==> src/rtl/apb4_master_pkg.sv <==
// Shared types and constants for the APB4 requester bridge.
// Optional ACCESS timeout is enabled by defining APB4_MASTER_TIMEOUT_EN.
`ifndef APB4_MASTER_STRB_WIDTH
`define APB4_MASTER_STRB_WIDTH(dw) ((dw) / 8)
`endif

package apb4_master_pkg;
    typedef enum logic [1:0] {
        IDLE   = 2'd0,
        SETUP  = 2'd1,
        ACCESS = 2'd2,
        RESP   = 2'd3
    } apb_state_e;

    localparam logic [2:0] PPROT_DEFAULT = 3'b000;
endpackage

==> src/rtl/apb4_master_timeout.sv <==
// ACCESS-phase wait counter; expired_o flags the last permitted stalled cycle.
module apb4_master_timeout #(
    parameter int TIMEOUT_CYCLES = 256
) (
    input  logic clk_i,
    input  logic rst_n_i,
    input  logic clear_i,
    input  logic en_i,
    output logic expired_o
);
    localparam int CW = $clog2(TIMEOUT_CYCLES + 1);

    logic [CW-1:0] cnt;

    always_ff @(posedge clk_i or negedge rst_n_i) begin
        if (!rst_n_i)     cnt <= '0;
        else if (clear_i) cnt <= '0;
        else if (en_i)    cnt <= cnt + 1'b1;
    end

    // The increment on this cycle would bring the count to the limit.
    assign expired_o = en_i && (cnt == CW'(TIMEOUT_CYCLES - 1));
endmodule

==> src/rtl/register.sv <==
// Basic flop cells: dffr (async active-low reset) and dffer (with load enable).
module dffr #(
    parameter int             W   = 1,
    parameter logic [W-1:0]   RST = '0
) (
    input  logic         clk,
    input  logic         rst_n,
    input  logic [W-1:0] d,
    output logic [W-1:0] q
);
    always_ff @(posedge clk or negedge rst_n) begin
        if (!rst_n) q <= RST;
        else        q <= d;
    end
endmodule

module dffer #(
    parameter int             W   = 1,
    parameter logic [W-1:0]   RST = '0
) (
    input  logic         clk,
    input  logic         rst_n,
    input  logic         en,
    input  logic [W-1:0] d,
    output logic [W-1:0] q
);
    always_ff @(posedge clk or negedge rst_n) begin
        if (!rst_n)  q <= RST;
        else if (en) q <= d;
    end
endmodule

==> src/rtl/apb4_master.sv <==
// APB4 requester bridge: one outstanding valid/ready request mapped onto SETUP/ACCESS.
// Define APB4_MASTER_TIMEOUT_EN to bound the ACCESS phase to TIMEOUT_CYCLES.
module apb4_master
    import apb4_master_pkg::*;
#(
    parameter int ADDR_WIDTH     = 32,
    parameter int DATA_WIDTH     = 32,
    parameter int TIMEOUT_CYCLES = 256
) (
    input  logic                                      clk_i,
    input  logic                                      rst_n_i,
    input  logic                                      req_valid_i,
    output logic                                      req_ready_o,
    input  logic                                      req_write_i,
    input  logic [ADDR_WIDTH-1:0]                     req_addr_i,
    input  logic [DATA_WIDTH-1:0]                     req_wdata_i,
    input  logic [`APB4_MASTER_STRB_WIDTH(DATA_WIDTH)-1:0] req_strb_i,
    input  logic [2:0]                                req_prot_i,
    output logic                                      rsp_valid_o,
    input  logic                                      rsp_ready_i,
    output logic [DATA_WIDTH-1:0]                     rsp_rdata_o,
    output logic                                      rsp_err_o,
    output logic [ADDR_WIDTH-1:0]                     paddr_o,
    output logic [2:0]                                pprot_o,
    output logic                                      psel_o,
    output logic                                      penable_o,
    output logic                                      pwrite_o,
    output logic [DATA_WIDTH-1:0]                     pwdata_o,
    output logic [`APB4_MASTER_STRB_WIDTH(DATA_WIDTH)-1:0] pstrb_o,
    input  logic                                      pready_i,
    input  logic [DATA_WIDTH-1:0]                     prdata_i,
    input  logic                                      pslverr_i
);
    localparam int SW = `APB4_MASTER_STRB_WIDTH(DATA_WIDTH);

    logic [1:0]      state_q;
    apb_state_e      state, state_d;
    logic            accept, in_access, acc_done, rsp_take, timeout;
    logic            psel_d, penable_d, rsp_valid_d, rsp_err_d;
    logic [SW-1:0]   strb_d;
    logic [DATA_WIDTH-1:0] rdata_d;

    assign state       = apb_state_e'(state_q);
    assign req_ready_o = (state == IDLE);
    assign accept      = req_valid_i && req_ready_o;
    assign in_access   = (state == ACCESS);
    assign acc_done    = in_access && (pready_i || timeout);
    assign rsp_take    = (state == RESP) && rsp_ready_i;

`ifdef APB4_MASTER_TIMEOUT_EN
    apb4_master_timeout #(.TIMEOUT_CYCLES(TIMEOUT_CYCLES)) u_timeout (
        .clk_i     (clk_i),
        .rst_n_i   (rst_n_i),
        .clear_i   (state == SETUP),
        .en_i      (in_access && !pready_i),
        .expired_o (timeout)
    );
`else
    logic unused_timeout_cfg;
    assign unused_timeout_cfg = ^TIMEOUT_CYCLES;
    assign timeout            = 1'b0;
`endif

    always_comb begin
        state_d = state;
        case (state)
            IDLE:    if (accept)      state_d = SETUP;
            SETUP:                    state_d = ACCESS;
            ACCESS:  if (acc_done)    state_d = RESP;
            RESP:    if (rsp_ready_i) state_d = IDLE;
            default:                  state_d = IDLE;
        endcase
    end

    dffr #(.W(2)) u_state (.clk(clk_i), .rst_n(rst_n_i), .d(state_d), .q(state_q));

    assign psel_d      = accept | (psel_o & ~acc_done);
    assign penable_d   = (state == SETUP) | (penable_o & ~acc_done);
    assign rsp_valid_d = acc_done | (rsp_valid_o & ~rsp_take);

    dffr u_psel   (.clk(clk_i), .rst_n(rst_n_i), .d(psel_d),      .q(psel_o));
    dffr u_penable(.clk(clk_i), .rst_n(rst_n_i), .d(penable_d),   .q(penable_o));
    dffr u_rspv   (.clk(clk_i), .rst_n(rst_n_i), .d(rsp_valid_d), .q(rsp_valid_o));

    // Request fields are frozen into the APB outputs at acceptance and held for the whole transfer.
    assign strb_d = req_write_i ? req_strb_i : '0;

    dffer #(.W(1))          u_pwrite(.clk(clk_i), .rst_n(rst_n_i), .en(accept), .d(req_write_i), .q(pwrite_o));
    dffer #(.W(ADDR_WIDTH)) u_paddr (.clk(clk_i), .rst_n(rst_n_i), .en(accept), .d(req_addr_i),  .q(paddr_o));
    dffer #(.W(DATA_WIDTH)) u_pwdata(.clk(clk_i), .rst_n(rst_n_i), .en(accept), .d(req_wdata_i), .q(pwdata_o));
    dffer #(.W(SW))         u_pstrb (.clk(clk_i), .rst_n(rst_n_i), .en(accept), .d(strb_d),      .q(pstrb_o));
    dffer #(.W(3), .RST(PPROT_DEFAULT)) u_pprot (
        .clk(clk_i), .rst_n(rst_n_i), .en(accept), .d(req_prot_i), .q(pprot_o));

    // A timeout completes without pready: error, no data.
    assign rdata_d   = (pready_i && !pwrite_o) ? prdata_i : '0;
    assign rsp_err_d = pready_i ? pslverr_i : 1'b1;

    dffer #(.W(DATA_WIDTH)) u_rdata(.clk(clk_i), .rst_n(rst_n_i), .en(acc_done), .d(rdata_d),   .q(rsp_rdata_o));
    dffer #(.W(1))          u_err  (.clk(clk_i), .rst_n(rst_n_i), .en(acc_done), .d(rsp_err_d), .q(rsp_err_o));
endmodule

==> config.mk <==
export PLATFORM = sky130hd
export DESIGN_NAME = apb4_master
export DESIGN_NICKNAME = d
export VERILOG_FILES = /design/src/rtl/apb4_master_pkg.sv /design/src/rtl/apb4_master_timeout.sv /design/src/rtl/register.sv /design/src/rtl/apb4_master.sv
export SDC_FILE = /design/constraint.sdc
export NUM_CORES = 1
export LEC_CHECK = 0
export CORE_UTILIZATION = 42
export DETAILED_ROUTE_END_ITERATION = 6
export PLACE_DENSITY = 0.81
export REMOVE_ABC_BUFFERS = 1
export SLEW_MARGIN = 20
export SYNTH_ARGS = -nofsm -noshare
export SYNTH_HDL_FRONTEND = slang
export SYNTH_HIERARCHICAL = 1
export SYNTH_SLANG_ARGS = --single-unit
==> constraint.sdc <==
create_clock -name clk_i -period 2.09 [get_ports clk_i]
set_input_delay 0.209 -clock clk_i [delete_from_list [all_inputs] [get_ports clk_i]]
set_output_delay 0.209 -clock clk_i [all_outputs]
set_load 0.05 [all_outputs]
==> results.tsv <==
metric	value	unit
Worst-path clk slew	70	ps
Max Freq	499	MHz
largest net degree at the start of global routing	65	
highest ir drop seen on vdd	0.00114	V
leading cell type in the layout, fill and taps excluded	clkdlybuf4s50_1	
clk_lat worst skew	330	ps
Crit Path Max Fanout	7	
area leader, netlist	dfrtp_1	
floorplan row count	38	
I/O Buffers	218	
Hold Crit Class	in2async	
Worst EP arrival	1790	ps
total CTS buffers	9	
initial DRC count	73	
Max Root-Sink Buffers	2	
first-pass GRT wire length	17000	um
placed insts	636	
Pint	7.83	mW
via count	3084	
min Tclk post-route	2000	ps
vias in the first global route	3302	
Initial Util	44.0	%
antenna cell count	0	
Non-Filler Instances	652	
Syn Inst Count	287	
switching power	6.40	mW
skew final	4.56	ps
CTS H-Tree Depth	3	
final setup fails	0	
drt drc	0	
post-synth top area share	56.7	%
max_slew headroom	62.8	%
most frequent cells in the layout	clkdlybuf4s50_1 (217), dfrtp_1 (110), mux2_4 (92)	
Fill cells	795	
DP HPWL	8440	um
Syn Area/Cell	16.9	um^2
Total Wirelength	11500	um
area growth from synthesis to layout	53.0	%
root buf cell	clkbuf_16	
drt wl/cell	17.6	um
Clk network pwr share	12.8	%
YS warnings	6	
final-report hold violation count	0	
Slew Limit Fails	0	
Setup CP Type	reg2out	
total gr overflow	0	
Setup TNS	0	ps
drt via density	4.73	
Reg power frac	27.0	%
Seq cells post-synth	110	
ranking of synthesized cells by area	dfrtp_1 (57%), mux2_4 (28%), and2_1 (4.6%), buf_12 (3.7%), mux2_2 (3.0%)	
switch share	45.0	%
period utilization	95.8	%
register area share after synthesis	56.7	%
Pleak	3.27	nW
layout cells sized above 1	25.8	%
Ports	219	
nets	618	
max-cap violations	0	
nature of the critical path endpoint	output port	
CORE AREA	11000	um^2
router iterations before antenna repair	4	
worst slew pin tran	557	ps
status	complete, no violations	
pwr dens	1920	nW/um^2
RSZ-0062 raised after global routing	no	
RD Place Congestion	0.734	
count of different cell masters after synthesis	18	
Die H	110	um
fin util	67.3	%
worst path required time	1880	ps
initial antenna violation count	0	
post-CTS sizing	0	
area of the multi-input gates	1860	um^2
CTS tree	built	
clk sinks	110	
Die ar.	12000	um^2
GRT Resource Usage Total	18.9	%
register area	2750	um^2
mapped cell area	4860	um^2
Die Wd	110	um
startpoint types	register	
Comb pwr share	60.2	%
Final ANT Viol Nets	0	
==> flip-flops by register name, summed over array words and instances, names as in the netlist <==
signal,count
u_paddr/q,32
u_penable/q,1
u_pprot/q,3
u_err/q,1
u_pwdata/q,32
u_state/q,2
u_rdata/q,32
u_pwrite/q,1
u_pstrb/q,4
u_psel/q,1
u_rspv/q,1
==> power groups by stage <==
stage / registers [mW] / logic (mW) / clock network (mW)
finish: 3.85 / 8.56 / 1.82
global route: 3.98 / 8.85 / 1.95
CTS: 3.86 / 8.61 / 1.87
detailed placement: 3.86 / 8.60 / 0
global placement: 3.81 / 8.49 / 0
floorplan: 7.44 / 2.08 / 0
==> critical path, stage by stage, from the launching register on <==
cell             delay (ps)
dfrtp_1                 470
nor2_2                  180
clkdlybuf4s50_1         820
==> area by class of cell <==
| cell class | instances | share of cell area [%] |
|---|---|---|
| flip-flops and latches | 110 | 37.1 |
| well taps | 140 | 2.36 |
| repair buffers | 225 | 31.1 |
| inverters | 1 | 0.0505 |
| clock inverters | 4 | 0.943 |
| clock buffers | 11 | 3.40 |
| multi-input cells | 161 | 25.1 |
==> logic make-up (layout without fill, tap and decap cells) <==
logic type / after synthesis / in the layout / share of synthesized area [%]
DFF: 110 / 110 / 56.7
AOI/OAI and AO/OA: 7 / 7 / 0.799
muxes: 105 / 105 / 31.5
buffers and inverters: 16 / 241 / 4.95
and+or+nand+nor: 49 / 49 / 6.11
==> synthesized netlist by cell type (all sizes together) <==
cell,n
a21o,1
a21oi,3
and2,37
and2b,1
and3,1
buf,15
dfrtp,110
inv,1
mux2,105
nand2,4
nand2b,2
nor2,4
o21ai,3
==> path summary, 6_finish.rpt <==
| path | from | endpoint | slack, ps | cells past startpoint |
|---|---|---|---|---|
| setup / recovery | u_state/q[1]$_DFF_PN0_ | req_ready_o | 90 | 2 |
| hold / removal | rst_n_i | u_rdata/q[2]$_DFFE_PN0P_ | 430 | 3 |
| setup reg to reg | u_state/q[1]$_DFF_PN0_ | u_pprot/q[2]$_DFFE_PN0P_ | 510 | 4 |
| hold reg to reg | u_pwdata/q[29]$_DFFE_PN0P_ | u_pwdata/q[29]$_DFFE_PN0P_ | 510 | 1 |
| max in group asynchronous | rst_n_i | u_pwdata/q[14]$_DFFE_PN0P_ | 1350 | 3 |
| min in group clk_i | req_wdata_i[31] | u_pwdata/q[31]$_DFFE_PN0P_ | 490 | 2 |
==> per-layer routing <==
metal	vias up	share of wire (%)	track usage [%]
met5	-	0	0
met4	0	2.7	8.86
met3	21	7.3	4.62
met2	132	49	32.3
met1	1515	41	22.5
li1	1416	-	-
==> stage by stage <==
stage / power [mW] / setup slack (ps) / hold slack [ps] / instance area, um^2
global route: 14.8 / 25.9 / 473 / 7430
detailed placement: 12.5 / 322 / 225 / 7090
floorplan: 9.52 / -300 / -86.6 / 4620
finish: 14.2 / 87.0 / 434 / 7430
CTS: 14.3 / 86.2 / 426 / 7430
global placement: 12.3 / 377 / 219 / 7090
==> timing repair <==
action | in CTS | in global routing
endpoints found under the hold margin | 110 | 0
hold buffers | 1 | 0
buffers inserted | 0 | 0
Power figures use the tool's default switching activity.
